File: src/rtl/sub_pkg.sv
// Shared constants for the bit-serial subtractor: default operand width and FSM state encoding.
package sub_pkg;

  localparam int unsigned DEFAULT_WIDTH = 4;

  localparam logic ST_IDLE  = 1'b0;
  localparam logic ST_SHIFT = 1'b1;

  typedef enum logic {
    StIdle  = ST_IDLE,
    StShift = ST_SHIFT
  } state_e;

endpackage

File: src/rtl/full_sub_1.sv
// One-bit full subtractor: diff = a - b - bin, with borrow out.
module full_sub_1 (
  input  logic bin,
  input  logic a,
  input  logic b,
  output logic diff,
  output logic bout
);

  assign diff = a ^ b ^ bin;
  assign bout = (~a & b) | (~a & bin) | (b & bin);

endmodule

File: src/rtl/serial_sub.sv
// Bit-serial unsigned subtractor: DIFF = A - B - BIN, one bit per clock, start/busy/done handshake.
module serial_sub
  import sub_pkg::*;
#(
  parameter int unsigned WIDTH = DEFAULT_WIDTH
) (
  input  logic             clk,
  input  logic             rst_n,
  input  logic             start,
  input  logic [WIDTH-1:0] A,
  input  logic [WIDTH-1:0] B,
  input  logic             BIN,
  output logic             busy,
  output logic             done,
  output logic [WIDTH-1:0] DIFF,
  output logic             BOUT
);

  localparam int unsigned CntW = $clog2(WIDTH);
  localparam logic [CntW-1:0] CntLast = CntW'(WIDTH - 1);

  state_e           state_q;
  logic [WIDTH-1:0] a_sh_q, b_sh_q;
  logic [WIDTH-2:0] d_sh_q, d_sh_d;
  logic             borrow_q;
  logic [CntW-1:0]  cnt_q;
  logic             busy_q, done_q, bout_q;
  logic [WIDTH-1:0] diff_q;
  logic             d_w, bo_w;

  full_sub_1 u_full_sub (
    .bin  (borrow_q),
    .a    (a_sh_q[0]),
    .b    (b_sh_q[0]),
    .diff (d_w),
    .bout (bo_w)
  );

  // Partial result fills from the MSB side; the final bit is merged straight into DIFF.
  assign d_sh_d = (WIDTH-1)'({d_w, d_sh_q} >> 1);

  always_ff @(posedge clk or negedge rst_n) begin
    if (!rst_n) begin
      state_q  <= StIdle;
      a_sh_q   <= '0;
      b_sh_q   <= '0;
      d_sh_q   <= '0;
      borrow_q <= 1'b0;
      cnt_q    <= '0;
      busy_q   <= 1'b0;
      done_q   <= 1'b0;
      diff_q   <= '0;
      bout_q   <= 1'b0;
    end else begin
      unique case (state_q)
        StIdle: begin
          done_q <= 1'b0;
          if (start) begin
            a_sh_q   <= A;
            b_sh_q   <= B;
            borrow_q <= BIN;
            cnt_q    <= '0;
            busy_q   <= 1'b1;
            state_q  <= StShift;
          end
        end
        StShift: begin
          a_sh_q   <= a_sh_q >> 1;
          b_sh_q   <= b_sh_q >> 1;
          d_sh_q   <= d_sh_d;
          borrow_q <= bo_w;
          if (cnt_q == CntLast) begin
            diff_q  <= {d_w, d_sh_q};
            bout_q  <= bo_w;
            done_q  <= 1'b1;
            busy_q  <= 1'b0;
            state_q <= StIdle;
          end else begin
            cnt_q <= cnt_q + CntW'(1);
          end
        end
        default: state_q <= StIdle;
      endcase
    end
  end

  assign busy = busy_q;
  assign done = done_q;
  assign DIFF = diff_q;
  assign BOUT = bout_q;

endmodule

File: config.mk
export PLATFORM = sky130hd
export DESIGN_NAME = serial_sub
export DESIGN_NICKNAME = d
export VERILOG_FILES = /design/src/rtl/sub_pkg.sv /design/src/rtl/full_sub_1.sv /design/src/rtl/serial_sub.sv
export SDC_FILE = /design/constraint.sdc
export NUM_CORES = 1
export LEC_CHECK = 0
export BUFFER_PORTS_ARGS = -buffer_cell sky130_fd_sc_hd__buf_2
export CAP_MARGIN = 20
export CORE_AREA = 2 2 52 42
export DETAILED_ROUTE_END_ITERATION = 10
export DIE_AREA = 0 0 54 44
export GPL_ROUTABILITY_DRIVEN = 1
export GPL_TIMING_DRIVEN = 0
export PLACE_DENSITY = 0.76
export SLEW_MARGIN = 20
export SYNTH_ARGS = -nofsm -noshare
export SYNTH_HDL_FRONTEND = slang
export SYNTH_SLANG_ARGS = --single-unit
File: constraint.sdc
create_clock -name clk -period 3.89 [get_ports clk]
set_clock_uncertainty 0.1 [all_clocks]
set_input_delay 0.778 -clock clk [delete_from_list [all_inputs] [get_ports clk]]
set_output_delay 0.778 -clock clk [all_outputs]
set_load 0.01 [all_outputs]
[Yosys cells after proc, flatten, opt, wreduce, memory -nomap -nowiden]
Index checks and enable logic that the tools add are counted.
Word-level totals
  bits in registers: 22
  output and inout bits: 7
  logic and storage cells: 44
Operators by class
  add/sub/neg operators: 1
  eq/ne operators: 4
  muxes and demuxes: 17
  bitwise gates (word level): 9
  reductions and logical operators: 3
Operators with widths (count)
  4-bit case mux with 2 select lines: 2
  4-bit 2-to-1 mux: 2
  1-bit case mux with 2 select lines: 4
  1-bit 2-to-1 mux: 6
  2-bit AND reduction: 3
  2-bit 2-to-1 mux: 2
  2-bit inequality test, second input constant: 2
  2-bit case mux with 2 select lines: 1
  1-bit bitwise AND: 3
  2-bit by 1-bit adder with 2-bit output, second input constant: 1
  2-bit equality test, second input constant: 1
  2-bit by 1-bit inequality test with 1-bit output, second input constant: 1
  1-bit NOT: 2
  1-bit OR: 2
  1-bit XOR: 2

[Logic depth before layout (Yosys ltp)]
Gate-level depths: netlist of the first run.
  depth in word-level cells: 5
  gate-level depth with buffers: 4
  gate-level depth less buffers: 4

[Cells and area by module]
Synthesis of the first run repeated with hierarchy kept, for this count alone.
Unflattened totals
  cell total of the unflattened synthesis: 76
  area, all modules: 978.4 sq um
By module, submodules not included
  serial_sub: times used 1, cells an instance 73, area each 950.9 sq um, seq. area each 550.5 sq um
  full_sub_1: times used 1, cells an instance 3, area each 27.5 sq um, seq. area each 0.0 sq um

[Least setup slack after synthesis of the first run]
OpenSTA, ideal clock, no wires.
  kind: input port to flip-flop
  start point: input port start
  end point: register a_sh_q[0]
  library setup time: 128 ps
  arrival time: 1190 ps
  slack: 2472 ps
  stages: 3
  path buffers: 1
  path through: buf_4 -> mux2i_1 -> o21ai_0
Between the ends
  longest elaborated chain between the ends: 1
Ends and longest elaborated chain
  from (decl): line serial_sub.sv:9  | input logic start,
  2-bit inequality test (no line)
  to (signal assigned): line serial_sub.sv:68  | a_sh_q <= a_sh_q >> 1;
  to (decl): line serial_sub.sv:23  | logic [WIDTH-1:0] a_sh_q, b_sh_q;
No other way between the ends.
A chain may end at the register's enable or synchronous reset.

[Worst setup path in the final report of the first run]
  start point: register busy_q (netlist: busy)
  end point: output port busy
RTL lines
  from (decl): line serial_sub.sv:27  | logic busy_q, done_q, bout_q;
  from (signal assigned): line serial_sub.sv:50  | busy_q <= 1'b0;
  from (signal assigned): line serial_sub.sv:63  | busy_q <= 1'b1;
  from (signal assigned): line serial_sub.sv:76  | busy_q <= 1'b0;
  to (decl): line serial_sub.sv:13  | output logic busy,
No word-level cell between the ends.

==> flow_summary.ini, run 1 <==
[layout]
most_common_cell_after_layout_fill_and_taps_aside = sky130_fd_sc_hd__dfrtp_1
final.fill_count = 164
area_used_by_multi_input_combinational_logic_um2 = 369
layout-area-overhead-vs-synth_pct = 18.0
antenna_cells_inserted = 0
layout.nets = 112
finalInstanceArea_um2 = 1130
drive_above_1_share = 0.340
ff_latch_area_um2 = 551
mostFrequentLayoutCells = sky130_fd_sc_hd__dfrtp_1, sky130_fd_sc_hd__buf_2, sky130_fd_sc_hd__mux2i_1

[synthesis]
synth_sequential_area_ratio = 0.575
syn_avg_cell_area_um2 = 12.8
mappedNetlistArea_um2 = 957
postSynthRegisterBits = 22
synth_nets = 89
postSynthCellCount = 75
netlist-cell-type-count = 20
synth-warning-count = 0

[clock_network]
clk_transition_reported_paths_ps = 120
htree_num_levels = 1
cts_inserted_buffers = 3
cts.sinks = 22
post_cts.repair.setup_buffers = 0
clock_tree.buffer_depth = 2
tritoncts = built
post_cts_hold_buffer_count = 0
worstSkewPairLatency_ps = 320
root_buffer = sky130_fd_sc_hd__clkbuf_4
postCtsResizedCells = 0

[sta]
finalSetupTns_ps = 0
post-route-min-period_ps = 1750
timing.max_slew.rel_slack = 0.679
share_of_the_clock_period_used_by_the_worst_path_after_layout = 0.450
hold_viol = 0
maxClockFrequency_mhz = 571
slew_of_the_pin_with_the_lowest_slew_margin_ps = 481
rsz0062_at_grt = no
final_max_slew_viol_count = 0
setup_viol = 0

[grt]
grt_met1_use = 0.192
global_route.peak_usage_layer = met2
gr-total-overflow = 0
global_route.usage.met3 = 0.0724
grt_start_max_net_pins = 23
grt.met2_usage = 0.256
grt_util_all_layers = 0.161
grt_first_pass_wirelength_um = 2660
initial_antenna_violation_count = 0
first_global_vias = 628

[routing]
num_vias = 615
totalWireLength_um = 1580
drc = 0
detail_route.wl_per_cell_um = 13.0
vias_per_cell = 5.08
drtAntennaViolNets = 0
drtIter0Drc = 5
drt_first_pass_iters = 4

[run]
maxCapViolations = 0

[worst_setup_path]
crit-reg2reg-capture = cnt_q[1]
setup.reg_to_reg.worst_slack_ps = 2410
critical_path_arrival_ps = 870
setup.worst_path.start_class = register
path_delay_family = flip-flops
cp_cell_sequence = buf_2
crit_slowest_cell = sky130_fd_sc_hd__dfrtp_1
worst-path-max-fanout = 3
crit_path_max_incr_delay_ps = 410
crit_type = reg2out
required_ps = 3010
r2r_start = cnt_q[0]
timing.critical_path.to_type = output port
ff2ff_path_depth = 3
critPathBufInv = 1

[pwr]
static-leakage-power_nw = 0.586
vdd.ir_drop.worst_mv = 0.455
power.density_nw_per_um2 = 803

[floorplan]
core_region_um2 = 1890
rows = 14
dieWidth_um = 54
die_area_um2 = 2380
start_util = 0.506
die_h_um = 44
ios = 19

[outcome]
run_status = completed

[place]
post_dp_cell_area_um2 = 1080
port_buffers = 18
gp_congestion = 0.724
place_hpwl_um = 1160

[worst_hold_path]
worst_hold_path_type = in2async
## worst max-delay path by stage
stage,start,endpoint,slack [ps],depth (start not counted)
2_1_floorplan,start,a_sh_q[0],2470,3
6_report,busy,busy,2140,1
4_1_cts,busy,busy,2120,1
3_5_place_dp,start,borrow_q,2240,4
5_1_grt,busy,busy,2080,1
3_3_place_gp,start,b_sh_q[0],2310,4
## metrics by stage
stage | setup WS, ps | hold WS (ps) | utilization | std cells | total power, mW
after floorplan | 2470 | 352 | - | 75 | 0.641
after CTS | 2120 | 307 | 0.597 | 121 | 0.922
after detailed placement | 2240 | 363 | 0.569 | 117 | 0.745
after global placement | 2310 | 360 | 0.569 | 117 | 0.721
after global routing | 2080 | 323 | 0.597 | 121 | 0.979
final | 2140 | 298 | 0.597 | 121 | 0.907
## cell type report
class / count / share of cell area
inverters: 4 / 0.0133
clock buffers: 3 / 0.0199
clock inverters: 1 / 0.0266
multi-input cells: 45 / 0.327
plain buffers: 4 / 0.0199
repair buffers: 18 / 0.0797
well taps: 24 / 0.0266
flip-flops and latches: 22 / 0.487
## cells in the mapped netlist (all sizes together)
cell | instances | area share
dfrtp | 22 | 0.58
nand2 | 8 | 0.039
o21ai | 7 | 0.037
fa | 1 | 0.021
inv | 4 | 0.016
mux2i | 11 | 0.12
o21a | 1 | 0.0078
a21oi | 1 | 0.0052
mux2 | 7 | 0.098
a22o | 2 | 0.018
nor2 | 4 | 0.016
xnor2 | 1 | 0.0092
buf | 4 | 0.024
ha | 1 | 0.013
o22ai | 1 | 0.0065
## metal layers
layer | vias to the layer above | share of wire | wire length (um)
met3 | 4 | 0.067 | 106
met2 | 19 | 0.47 | 733
met1 | 294 | 0.44 | 698
li1 | 298 | - | -
met4 | 0 | 0.023 | 37
met5 | - | 0 | 0
## flip-flops by register name, summed over array words and instances (netlist names), 2 cells and up
signal	cells
a_sh_q	4
d_sh_q	3
b_sh_q	4
cnt_q	2
DIFF	4
## power breakdown
group / internal, mW / switching [mW] / total (mW)
clock: 0.104 / 0.0704 / 0.175
combinational: 0.183 / 0.162 / 0.344
sequential: 0.331 / 0.0572 / 0.388
total: 0.618 / 0.289 / 0.907
## cell families (layout without fill, tap and decap cells)
family                     Yosys count  after routing  share of synthesized area
AOI/OAI and AO/OA                   12             12                     0.0745
muxes                               18             18                      0.213
xor gates and xnor gates             1              1                    0.00915
and+or+nand+nor                     12             12                     0.0549
adders and majority gates            2              2                     0.0340
buffers and inverters                8             30                     0.0392
DFF                                 22             22                      0.575
Power figures use the tool's default switching activity.
==> run 2, diff against run 1 <==
Settings changed: CORE_AREA 2 2 52 42 to 2 2 53 43, DIE_AREA 0 0 54 44 to 0 0 55 45, PLACE_DENSITY 0.76 to 0.73.
Clock period 3.89 ns to 1.8 ns, I/O delays scaled along.
==> flow_summary.ini, run 2 (synthesized netlist as in run 1, its figures left out) <==
[outcome]
run_status = completed

[routing]
vias_per_cell = 4.98
totalWireLength_um = 1530
num_vias = 607
drtIter0Drc = 7
drtAntennaViolNets = 0
drc = 0
detail_route.wl_per_cell_um = 12.5
drt_first_pass_iters = 4

[worst_setup_path]
crit_type = reg2reg
required_ps = 1910
setup.worst_path.start_class = register
cp_cell_sequence = ha_1, mux2_1, a22o_1
crit_slowest_cell = sky130_fd_sc_hd__dfrtp_1
critical_path_arrival_ps = 1600
worst-path-max-fanout = 6
timing.critical_path.to_type = register
crit_path_max_incr_delay_ps = 410

[floorplan]
dieWidth_um = 55
start_util = 0.497
ios = 19
core_region_um2 = 1930
die_area_um2 = 2480
die_h_um = 45
rows = 14

[clock_network]
root_buffer = sky130_fd_sc_hd__clkbuf_4
htree_num_levels = 1
cts_inserted_buffers = 3
clk_transition_reported_paths_ps = 110
clock_tree.buffer_depth = 2
post_cts.repair.setup_buffers = 0
worstSkewPairLatency_ps = 310
tritoncts = built
cts.sinks = 22

[sta]
post-route-worst-setup-slack_ps = 311
share_of_the_clock_period_used_by_the_worst_path_after_layout = 0.827
post-route-min-period_ps = 1490
slew_of_the_pin_with_the_lowest_slew_margin_ps = 462
timing.max_slew.rel_slack = 0.692
final_max_slew_viol_count = 0
rsz0062_at_grt = no
setup_viol = 0
hold_viol = 0
maxClockFrequency_mhz = 672
finalSetupTns_ps = 0

[grt]
grt_util_all_layers = 0.150
grt_start_max_net_pins = 23
grt_first_pass_wirelength_um = 2490
first_global_vias = 585
initial_antenna_violation_count = 0
gr-total-overflow = 0

[layout]
layout-area-overhead-vs-synth_pct = 17.4
finalNonFillerCells = 122
drive_above_1_share = 0.337
most_common_cell_after_layout_fill_and_taps_aside = sky130_fd_sc_hd__dfrtp_1
finalInstanceArea_um2 = 1120
antenna_cells_inserted = 0
layout.nets = 113
mostFrequentLayoutCells = sky130_fd_sc_hd__dfrtp_1, sky130_fd_sc_hd__buf_2, sky130_fd_sc_hd__mux2i_1

[run]
maxCapViolations = 0

[pwr]
power.density_nw_per_um2 = 1640
static-leakage-power_nw = 0.583
vdd.ir_drop.worst_mv = 1.10

[place]
post_dp_cell_area_um2 = 1080
gp_congestion = 0.699
place.detailed.instances = 117
preCtsSetupSlack_ps = 340
port_buffers = 18
place_hpwl_um = 1130

[worst_hold_path]
worst_hold_path_type = in2reg
-- run 2: metrics by stage --
step | util | total power, mW | hold WS (ps)
finish | 0.583 | 1.84 | 206
global route | 0.583 | 2.00 | 225
CTS | 0.583 | 1.88 | 201
detailed placement | 0.559 | 1.60 | 248
global placement | 0.559 | 1.56 | 249
floorplan | - | 1.39 | -35.6
-- run 2: final timing paths --
kind                          start         to  slack (ps)  cells past startpoint
min reg2reg                    done       done         390                      1
min                            B[3]  b_sh_q[3]         210                      3
max in group asynchronous     rst_n  a_sh_q[3]         860                      2
max reg2reg                cnt_q[0]   cnt_q[1]         310                      3
max                        cnt_q[0]   cnt_q[1]         310                      3
min in group asynchronous     rst_n       BOUT         420                      2
-- run 2: area by class of cell --
cell class	instances	area, um^2
Multi-Input combinational cell	45	369
Tap cell	24	30.0
Fill cell	179	803
Buffer	4	22.5
Timing Repair Buffer	19	100
Clock buffer	4	36.3
Inverter	4	15.0
Sequential cell	22	551
-- run 2: power by group --
| part | leakage (nW) | internal [mW] | switching [mW] |
|---|---|---|---|
| logic | 0.290 | 0.396 | 0.339 |
| registers | 0.273 | 0.715 | 0.127 |
| clock network | 0.0210 | 0.124 | 0.143 |
| total | 0.583 | 1.23 | 0.608 |
-- run 2: critical path, delay by kind of cell (launching register included) --
| family | cells | cell delay [ps] |
|---|---|---|
| AO/OA/AOI/OAI | 1 | 180 |
| flip-flops | 1 | 410 |
| multiplexers | 1 | 350 |
| adder cells (fa/ha/maj) | 1 | 350 |
-- run 2: what timing repair did --
| action | in CTS | in global routing |
|---|---|---|
| hold buffers | 1 | 0 |
| endpoints found under the hold margin | 22 | 0 |
| resized for setup | 0 | 0 |
| endpoints found under the setup margin | 0 | 0 |
-- run 2: per-layer routing --
| layer | global-route usage | share of wire | up-vias |
|---|---|---|---|
| met5 | 0 | 0 | - |
| met4 | 0.0878 | 0.026 | 0 |
| met3 | 0.0497 | 0.073 | 6 |
| met2 | 0.236 | 0.46 | 19 |
| met1 | 0.180 | 0.44 | 284 |
| li1 | - | - | 298 |
